<file path="src/rtl/mipi_rx_packet_parser_if.sv">
// CSI-2 receive bus from the MIPI RX IP: header strobes and 32-bit payload words.
// The RX IP is the master; the packet parser is the slave.
interface mipi_rx_packet_parser_if;
    logic        rx_hdr_valid;
    logic [5:0]  rx_hdr_dt;
    logic [15:0] rx_hdr_wc;
    logic        rx_payload_en;
    logic        rx_payload_last;
    logic [31:0] rx_payload;

    modport master (
        output rx_hdr_valid, rx_hdr_dt, rx_hdr_wc,
        output rx_payload_en, rx_payload_last, rx_payload
    );

    modport slave (
        input rx_hdr_valid, rx_hdr_dt, rx_hdr_wc,
        input rx_payload_en, rx_payload_last, rx_payload
    );
endinterface

</file>
<file path="src/rtl/mipi_rx_packet_parser.sv">
// CSI-2 RX packet parser: turns FS/FE/RGB888 packets into sync strobes and a 1-2 pixel/cycle
// stream, unpacking 32-bit payload words through a 3-byte gearbox, with sticky error flags.
module mipi_rx_packet_parser #(
    parameter logic [5:0] DT_FS    = 6'h00,
    parameter logic [5:0] DT_FE    = 6'h01,
    parameter logic [5:0] DT_PIXEL = 6'h3E,
    parameter int         H_ACTIVE = 1920,
    parameter int         V_ACTIVE = 1080
) (
    input  logic                          RxByteClkHS,
    input  logic                          rstn,
    mipi_rx_packet_parser_if.slave        rx,
    input  logic                          fifo_full,
    input  logic                          err_clr,
    output logic                          rx_vsync,
    output logic                          rx_hsync,
    output logic                          pix_wr,
    output logic                          pix_dual,
    output logic [47:0]                   pix_data,
    output logic                          frame_active,
    output logic [10:0]                   line_count,
    output logic                          err_wc,
    output logic                          err_line,
    output logic                          err_frame,
    output logic                          err_ovf
);
    typedef enum logic [1:0] {S_IDLE, S_PAYLOAD, S_DROP} state_e;

    typedef struct packed {
        logic wc;
        logic line;
        logic frame;
        logic ovf;
    } err_t;

    state_e      state_q, state_d;
    logic        frame_q, frame_d;
    logic [10:0] line_q, line_d;
    logic [15:0] res_q, res_d;          // leftover bytes, oldest in [7:0]
    logic [1:0]  res_cnt_q, res_cnt_d;
    logic [15:0] pix_cnt_q, pix_cnt_d;
    logic [15:0] words_q, words_d;
    logic [15:0] wc_q, wc_d;
    logic        vsync_q, vsync_d;
    logic        hsync_q, hsync_d;
    logic        wr_q, wr_d;
    logic        dual_q, dual_d;
    logic [47:0] data_q, data_d;
    err_t        err_q, err_d, err_set;

    logic [2:0]  word_bytes;
    logic [31:0] word_masked;
    logic [47:0] gb_buf;
    logic [2:0]  gb_tot;
    logic [16:0] exp_words;

    assign exp_words = ({1'b0, wc_q} + 17'd3) >> 2;

    // Gearbox: append the valid bytes of this word behind the residual bytes.
    always_comb begin
        // NOTE: every combinational output gets a default first so no path can infer a latch.
        word_bytes = 3'd4;
        if (rx.rx_payload_last && wc_q[1:0] != 2'd0) begin
            word_bytes = {1'b0, wc_q[1:0]};
        end
        case (word_bytes)
            3'd1:    word_masked = {24'b0, rx.rx_payload[7:0]};
            3'd2:    word_masked = {16'b0, rx.rx_payload[15:0]};
            3'd3:    word_masked = {8'b0, rx.rx_payload[23:0]};
            default: word_masked = rx.rx_payload;
        endcase
        gb_buf = ({16'b0, word_masked} << {res_cnt_q, 3'b000}) | {32'b0, res_q};
        gb_tot = {1'b0, res_cnt_q} + word_bytes;
    end

    always_comb begin
        state_d   = state_q;
        frame_d   = frame_q;
        line_d    = line_q;
        res_d     = res_q;
        res_cnt_d = res_cnt_q;
        pix_cnt_d = pix_cnt_q;
        words_d   = words_q;
        wc_d      = wc_q;
        vsync_d   = 1'b0;
        hsync_d   = 1'b0;
        wr_d      = 1'b0;
        dual_d    = 1'b0;
        data_d    = data_q;
        err_set   = '0;
        err_set.ovf = wr_q && fifo_full;

        // A payload word in the same cycle as a header belongs to the old packet.
        if (rx.rx_payload_en && state_q == S_PAYLOAD) begin
            words_d = words_q + 16'd1;
            if (gb_tot >= 3'd6) begin
                wr_d      = 1'b1;
                dual_d    = 1'b1;
                data_d    = gb_buf;
                res_d     = '0;
                res_cnt_d = 2'd0;
                pix_cnt_d = pix_cnt_q + 16'd2;
            end else if (gb_tot >= 3'd3) begin
                wr_d      = 1'b1;
                data_d    = {24'b0, gb_buf[23:0]};
                res_d     = gb_buf[39:24];
                res_cnt_d = 2'(gb_tot - 3'd3);
                pix_cnt_d = pix_cnt_q + 16'd1;
            end else begin
                res_d     = gb_buf[15:0];
                res_cnt_d = gb_tot[1:0];
            end
            if (rx.rx_payload_last) begin
                state_d     = S_IDLE;
                line_d      = (line_q == 11'h7FF) ? line_q : line_q + 11'd1;
                err_set.wc  = (res_cnt_d != 2'd0) || ({1'b0, words_d} != exp_words);
                err_set.line = (pix_cnt_d != 16'(H_ACTIVE));
                res_d       = '0;
                res_cnt_d   = 2'd0;
                pix_cnt_d   = '0;
                words_d     = '0;
            end
        end else if (rx.rx_payload_en && state_q == S_DROP && rx.rx_payload_last) begin
            state_d = S_IDLE;
        end

        if (rx.rx_hdr_valid) begin
            if (state_q != S_IDLE && !(rx.rx_payload_en && rx.rx_payload_last)) begin
                err_set.wc = 1'b1;
            end
            state_d   = S_IDLE;
            res_d     = '0;
            res_cnt_d = 2'd0;
            pix_cnt_d = '0;
            words_d   = '0;
            wc_d      = rx.rx_hdr_wc;
            if (rx.rx_hdr_dt == DT_FS) begin
                vsync_d = 1'b1;
                if (frame_q) err_set.frame = 1'b1;
                frame_d = 1'b1;
                line_d  = '0;
            end else if (rx.rx_hdr_dt == DT_FE) begin
                frame_d = 1'b0;
                if (line_d != 11'(V_ACTIVE)) err_set.frame = 1'b1;
            end else if (rx.rx_hdr_dt == DT_PIXEL) begin
                if (frame_q) begin
                    hsync_d = 1'b1;
                    state_d = S_PAYLOAD;
                end else begin
                    state_d = S_DROP;
                end
            end else if (rx.rx_hdr_dt >= 6'h10) begin
                state_d = S_DROP;
            end
        end

        // A set event in the same cycle takes priority over the clear.
        err_d = err_clr ? err_set : err_t'(err_set | err_q);
    end

    always_ff @(posedge RxByteClkHS or negedge rstn) begin
        if (!rstn) begin
            state_q   <= S_IDLE;
            frame_q   <= 1'b0;
            line_q    <= '0;
            res_q     <= '0;
            res_cnt_q <= 2'd0;
            pix_cnt_q <= '0;
            words_q   <= '0;
            wc_q      <= '0;
            vsync_q   <= 1'b0;
            hsync_q   <= 1'b0;
            wr_q      <= 1'b0;
            dual_q    <= 1'b0;
            data_q    <= '0;
            err_q     <= '0;
        end else begin
            // NOTE: state uses non-blocking assignments so every register samples pre-edge values.
            state_q   <= state_d;
            frame_q   <= frame_d;
            line_q    <= line_d;
            res_q     <= res_d;
            res_cnt_q <= res_cnt_d;
            pix_cnt_q <= pix_cnt_d;
            words_q   <= words_d;
            wc_q      <= wc_d;
            vsync_q   <= vsync_d;
            hsync_q   <= hsync_d;
            wr_q      <= wr_d;
            dual_q    <= dual_d;
            data_q    <= data_d;
            err_q     <= err_d;
        end
    end

    // The write is dropped in the cycle the FIFO reports full; err_ovf records it.
    assign pix_wr       = wr_q && !fifo_full;
    assign pix_dual     = dual_q;
    assign pix_data     = data_q;
    assign rx_vsync     = vsync_q;
    assign rx_hsync     = hsync_q;
    assign frame_active = frame_q;
    assign line_count   = line_q;
    assign err_wc       = err_q.wc;
    assign err_line     = err_q.line;
    assign err_frame    = err_q.frame;
    assign err_ovf      = err_q.ovf;
endmodule
</file>
<file path="src/flat_wrapper.sv">
// flat-port wrapper written by rule: the top's interface ports become plain ports
module mipi_rx_packet_parser_flat 
#(
    parameter logic [5:0] DT_FS    = 6'h00,
    parameter logic [5:0] DT_FE    = 6'h01,
    parameter logic [5:0] DT_PIXEL = 6'h3E,
    parameter int         H_ACTIVE = 1920,
    parameter int         V_ACTIVE = 1080
)
  (RxByteClkHS, rstn, fifo_full, err_clr, rx_vsync, rx_hsync, pix_wr, pix_dual, pix_data, frame_active, line_count, err_wc, err_line, err_frame, err_ovf, rx_rx_hdr_valid, rx_rx_hdr_dt, rx_rx_hdr_wc, rx_rx_payload_en, rx_rx_payload_last, rx_rx_payload);
  mipi_rx_packet_parser_if rx_i ();
  input  logic RxByteClkHS;
  input  logic rstn;
  input  logic fifo_full;
  input  logic err_clr;
  output logic rx_vsync;
  output logic rx_hsync;
  output logic pix_wr;
  output logic pix_dual;
  output logic [47:0] pix_data;
  output logic frame_active;
  output logic [10:0] line_count;
  output logic err_wc;
  output logic err_line;
  output logic err_frame;
  output logic err_ovf;
  input wire logic [$bits(rx_i.rx_hdr_valid)-1:0] rx_rx_hdr_valid;
  input wire logic [$bits(rx_i.rx_hdr_dt)-1:0] rx_rx_hdr_dt;
  input wire logic [$bits(rx_i.rx_hdr_wc)-1:0] rx_rx_hdr_wc;
  input wire logic [$bits(rx_i.rx_payload_en)-1:0] rx_rx_payload_en;
  input wire logic [$bits(rx_i.rx_payload_last)-1:0] rx_rx_payload_last;
  input wire logic [$bits(rx_i.rx_payload)-1:0] rx_rx_payload;
  assign rx_i.rx_hdr_valid = rx_rx_hdr_valid;
  assign rx_i.rx_hdr_dt = rx_rx_hdr_dt;
  assign rx_i.rx_hdr_wc = rx_rx_hdr_wc;
  assign rx_i.rx_payload_en = rx_rx_payload_en;
  assign rx_i.rx_payload_last = rx_rx_payload_last;
  assign rx_i.rx_payload = rx_rx_payload;
  mipi_rx_packet_parser #(.DT_FS(DT_FS), .DT_FE(DT_FE), .DT_PIXEL(DT_PIXEL), .H_ACTIVE(H_ACTIVE), .V_ACTIVE(V_ACTIVE)) u_core (.RxByteClkHS(RxByteClkHS), .rstn(rstn), .rx(rx_i), .fifo_full(fifo_full), .err_clr(err_clr), .rx_vsync(rx_vsync), .rx_hsync(rx_hsync), .pix_wr(pix_wr), .pix_dual(pix_dual), .pix_data(pix_data), .frame_active(frame_active), .line_count(line_count), .err_wc(err_wc), .err_line(err_line), .err_frame(err_frame), .err_ovf(err_ovf));
endmodule
</file>
<file path="config.mk">
export PLATFORM = sky130hd
export DESIGN_NAME = mipi_rx_packet_parser_flat
export DESIGN_NICKNAME = d
export VERILOG_FILES = /design/src/rtl/mipi_rx_packet_parser_if.sv /design/src/rtl/mipi_rx_packet_parser.sv /design/src/flat_wrapper.sv
export SDC_FILE = /design/constraint.sdc
export NUM_CORES = 1
export LEC_CHECK = 0
export CAP_MARGIN = 30
export CORE_MARGIN = 1.5
export CORE_UTILIZATION = 54
export DETAILED_ROUTE_END_ITERATION = 16
export MAX_ROUTING_LAYER = met4
export PLACE_DENSITY = 0.92
export SYNTH_ARGS = -nofsm -noshare
export SYNTH_HDL_FRONTEND = slang
export SYNTH_SLANG_ARGS = --single-unit
</file>
<file path="constraint.sdc">
create_clock -name RxByteClkHS -period 3.43 [get_ports RxByteClkHS]
set_clock_uncertainty 0.05 [all_clocks]
set_input_delay 0.5145 -clock RxByteClkHS [delete_from_list [all_inputs] [get_ports RxByteClkHS]]
set_output_delay 0.5145 -clock RxByteClkHS [all_outputs]
set_load 0.02 [all_outputs]
</file>
; Yosys cells after proc, flatten, opt, wreduce, memory -nomap -nowiden
; Cells that the tools add are included.
[totals]
regBits = 136
inputBits = 61
out_inout_bits = 68
word_cells = 125
[op_classes]
addsub = 7
n_lt_le_gt_ge = 3
n_eq_ne = 12
shift = 1
mux = 61
n_bitwise = 2
reduce_logical = 22
[op_table]
columns = cell, count
row1 = $mux W16, 14
row2 = $mux W48, 2
row3 = $pmux W32 S3, 1
row4 = $mux W11, 5
row5 = $or A48 B16 Y48, 1
row6 = $shl A32 B5 Y48, 1
row7 = $mux W2, 17
row8 = $add A16 B1 Y16 const B, 2
row9 = $mux W1, 20
row10 = $add A16 B2 Y17 const B, 1
row11 = $add A16 B2 Y16 const B, 1
row12 = $ne A16 B11 Y1 const B, 1
row13 = $ne A16 B15 Y1, 1
row14 = $reduce_bool A2 Y1, 6
row15 = $add A11 B1 Y11 const B, 1
row16 = $eq A11 B11 Y1 const B, 1
row17 = $ne A11 B11 Y1 const B, 1
row18 = $logic_and A1 B1 Y1, 8
row19 = $eq A3 B2 Y1 const B, 2
row20 = $eq A6 B1 Y1 const B, 1
row21 = $eq A6 B6 Y1 const B, 1
row22 = $ge A6 B5 Y1 const B, 1
row23 = $logic_not A6 Y1, 1
row24 = $reduce_and A2 Y1, 3
row25 = other kinds (14), 15

; Longest topological paths before layout
[depth]
word_depth = 16
ltp_mapped = 14
mapped_depth_nobuf = 11

; Least setup slack after synthesis
; No wires, ideal clock.
[synth_timing]
path_type = flip-flop to flip-flop
start = register u_core.res_cnt_q[1]
end = register u_core.err_q, in the netlist u_core.err_line
setup_ns = 0.143
t_arrival_ns = 2.940
required_time_ns = 3.237
setup_slack_ns = 0.297
path_stages_with_launch = 15
path_buffers = 4
period_less_slack_ns = 3.133
path_cell_list = dfrtp_1 > clkbuf_1 > clkbuf_1 > xnor2_1 > ha_1 > and2b_1 > o21ai_2 > and3_1 > buf_6 > o32a_1 > buf_6 > nor3_4 > mux2i_1 > a211oi_2 > a41oi_1
[synth_rtl]
columns = item, line_no
row1 = "start, declared", mipi_rx_packet_parser.sv:40  ; logic [1:0] res_cnt_q, res_cnt_d;
row2 = "start signal, assigned", mipi_rx_packet_parser.sv:183  ; res_cnt_q <= res_cnt_d;
row3 = "end signal, assigned", mipi_rx_packet_parser.sv:192  ; err_q <= err_d;
row4 = "end, declared", mipi_rx_packet_parser.sv:49  ; err_t err_q, err_d, err_set;

; Final worst setup path
[layout_timing]
start = input rx_rx_payload_last
end = register u_core.pix_cnt_q[10]
[layout_via]
elab_chain_len = 10
[layout_lines]
columns = item, line_no
row1 = "start, declared", flat_wrapper.sv:31  ; input wire logic [$bits(rx_i.rx_payload_last)-1:0] rx_rx_payload_last;
row2 = $logic_and A1 B1 Y1, mipi_rx_packet_parser.sv:63  ; if (rx.rx_payload_last && wc_q[1:0] != 2'd0) begin
row3 = $mux W3, mipi_rx_packet_parser.sv:63
row4 = $add A2 B3 Y3, mipi_rx_packet_parser.sv:73  ; gb_tot = {1'b0, res_cnt_q} + word_bytes;
row5 = $ge A3 B2 Y1, mipi_rx_packet_parser.sv:103  ; end else if (gb_tot >= 3'd3) begin
row6 = $mux W16, mipi_rx_packet_parser.sv:103
row7 = $mux W16, mipi_rx_packet_parser.sv:96  ; if (gb_tot >= 3'd6) begin
row8 = $mux W16, mipi_rx_packet_parser.sv:94  ; if (rx.rx_payload_en && state_q == S_PAYLOAD) begin
row9 = $mux W16 (*), mipi_rx_packet_parser.sv:113  ; if (rx.rx_payload_last) begin
row10 = $mux W16 (*), mipi_rx_packet_parser.sv:94
row11 = $mux W16 (*), mipi_rx_packet_parser.sv:127  ; if (rx.rx_hdr_valid) begin
row12 = "end signal, assigned", mipi_rx_packet_parser.sv:184  ; pix_cnt_q <= pix_cnt_d;
row13 = "end, declared", mipi_rx_packet_parser.sv:41  ; logic [15:0] pix_cnt_q, pix_cnt_d;
; Every way passes the cells marked *; elsewhere a longest branch is shown, timed or not. The select of a mux whose other input is x is not followed.
; A chain may end at the register's enable or synchronous reset.

==> reports/metrics.cfg <==
[clock_network]
tritoncts = built
cts_root_buf = clkbuf_16
clockBufferDepth = 2
cts_setup_buffers = 0
cts_buffers = 17
hold_buffers = 0
cts-resized-gates = 0
clk_latency_ps = 420
cts_num_sinks = 136
cts_max_level = 4
cts.reportedPaths.clkPinSlew_ps = 60

[worst_setup_path]
r2r_end = u_core.pix_cnt_q[10]
worst_setup_path_start_kind = input pin
r2r_cells = 12
crit_path_end = u_core.pix_cnt_q[10]
crit_start = rx_rx_payload_last
cp.arrival_ps = 3350
worst_setup_path_end_kind = flip-flop
required_ps = 3680
critPathMaxFanout = 7
timing.rr.start = u_core.wc_q[0]
rrSetupSlack_ps = 500
worstSetupPathType = in2reg

[routing]
wl_per_cell_um = 17.84
drt_wl_total_mm = 21.53
avgViaCountPerCell = 6.250
ant_nets = 0
drtIter0Drc = 936
drc = 0
vias = 7544
firstDrtPassIters = 6

[power_and_ir_drop]
ir_drop_v = 0.0003648
power_density_nw_per_um2 = 399.7
p_leak_nw = 4.218
power.total_mw = 3.876

[place]
hpwl_mm = 14.74
gp_congestion = 0.9055
dp_slack_ps = -29.04
port-buffer-count = 128
placed_cells = 1176

[sta]
hold_viol = 0
rsz0062_at_grt = false
worst_pin_slew_ps = 863.5
worst_slack_ps = 323.6
slew_viol_final = 0
fin_crit_sh_pct = 90.57
timing.hold.ws_ps = 36.15
setup_violations = 0
fin_crit_ps = 3106
fmax_mhz = 321.9
max-slew-margin-rel_pct = 42.22

[layout]
fin_cells = 1207
drive_above_1_share_pct = 8.471
num_antenna_cells = 0
nets = 1084
areaGrowthSynthToFinish_pct = 27.23
fin_util_pct = 70.14
fillers = 1004

[global_route]
antenna_found_initial = 0
grtUsageTotal_pct = 30.55
grt_pass1_wl_mm = 34.82
grt-ovfl-total = 0
grt_max_degree = 74
grt_pass1_vias = 6998

[synthesis]
synth_edf_count = 0
synth_top_cell_area_share_pct = 44.65
synth-seq-area-share_pct = 44.65
syn_nets = 962
yosys_most_used_dff = dfrtp_1
netlist_instances = 894
synth_top_cells_by_area = dfrtp_1, o21ai_0, nand2_1, nor2_1, a21oi_1
yosys_warnings = 0
synthMostInstantiatedCell = nand2_1
synth_top_cell_by_area = dfrtp_1
ys_top_cells_by_count = nand2_1, dfrtp_1, o21ai_0
synth.avg_cell_area_um2 = 8.526
synth_area_um2 = 7622
synth_seq_cells = 136
async_flop_share_pct = 100.0
yosysUniqueCellTypes = 64

[floorplan]
die_area_um2 = 14840
pin_count = 129
core_area_um2 = 13830
die_h_um = 121.8
start_util_pct = 55.13
die_x_um = 121.8
rows = 43

[job]
max_cap_viol_count = 0

[status]
outcome = completed

[worst_hold_path]
hold_path.class = in2async

==> flip-flops by register name (all words and copies together), names as in the netlist, 2 cells and up <==
name,flops
u_core.res_q,16
u_core.line_count,11
u_core.res_cnt_q,2
u_core.wc_q,16
u_core.pix_data,48
u_core.words_q,16
u_core.pix_cnt_q,16
u_core.state_q,2
==> critical path, stage by stage <==
cell	delay [ps]
clkdlybuf4s50_1	480
and2_1	200
ha_1	180
ha_1	200
and2b_1	210
o21ai_2	90
and3_1	190
o32a_1	490
nor3_4	260
buf_4	160
a21oi_1	60
o21ai_0	230
nand2_1	100
==> final cells by class <==
type | instances | area, um2 | share of cell area, %
multi-input combinational | 692 | 3953 | 40.76
clock buffer | 22 | 464.2 | 4.786
sequential | 136 | 3403 | 35.09
clock inverter | 8 | 98.84 | 1.019
inverter | 13 | 48.80 | 0.5032
timing repair buffer | 156 | 1505 | 15.52
tap | 180 | 225.2 | 2.322
==> cell families after synthesis <==
logic type	after synthesis	share of synthesized area (%)
AO/OA/AOI/OAI	267	21.36
XOR/XNOR	41	4.711
buffers and inverters	66	3.628
AND/OR/NAND/NOR	352	20.98
multiplexers	25	3.529
flip-flops	136	44.65
adder cells (fa/ha/maj)	7	1.149
==> layout by cell type, fill, tap and decap left out, types with 8 or more instances in the layout <==
| cell | n |
|---|---|
| o21ai_0 | 126 |
| inv_1 | 12 |
| xor2_1 | 16 |
| a32o_1 | 8 |
| dfrtp_1 | 136 |
| clkdlybuf4s50_1 | 127 |
| a22o_1 | 12 |
| o31ai_1 | 11 |
| nand2_1 | 166 |
| a21oi_1 | 46 |
| mux2i_1 | 10 |
| mux2_2 | 15 |
| nor3_1 | 10 |
| a22oi_1 | 16 |
| nor2_1 | 72 |
| and3_1 | 10 |
| xnor2_1 | 25 |
| clkbuf_16 | 17 |
| nand4_1 | 20 |
| buf_4 | 27 |
| nand3_1 | 31 |
==> routing by layer <==
metal | vias up | track usage (%) | part of all wire [%]
met5 | - | - | 0
met4 | 0 | 8.162 | 2.1
met3 | 61 | 6.180 | 8.8
met2 | 391 | 47.65 | 48
met1 | 3658 | 40.93 | 41
li1 | 3434 | - | -
==> per-stage QoR <==
stage / setup TNS (ps) / cell area (um2)
2_1_floorplan: 0 / 7622
3_3_place_gp: 0 / 9128
3_5_place_dp: -40.44 / 9128
4_1_cts: 0 / 9691
5_1_grt: 0 / 9698
6_report: 0 / 9698
==> worst min-delay path by stage <==
| stage | from | endpoint | slack, ps | cells past startpoint |
|---|---|---|---|---|
| floorplan | rstn | u_core.err_frame | 170 | 0 |
| global placement | u_core.wr_q | u_core.err_ovf | 410 | 2 |
| global route | rstn | u_core.pix_data[2] | 80 | 1 |
| CTS | rstn | u_core.pix_data[3] | 80 | 1 |
| finish | rstn | u_core.pix_data[3] | 40 | 1 |
| detailed placement | u_core.wr_q | u_core.err_ovf | 420 | 2 |
==> where the power goes <==
group	internal [mW]	switching, mW	total [mW]
sequential	1.64	0.0351	1.67
combinational	0.195	0.251	0.446
clock	1.10	0.664	1.76
Note: power is estimated with default switching activity, not from simulation.
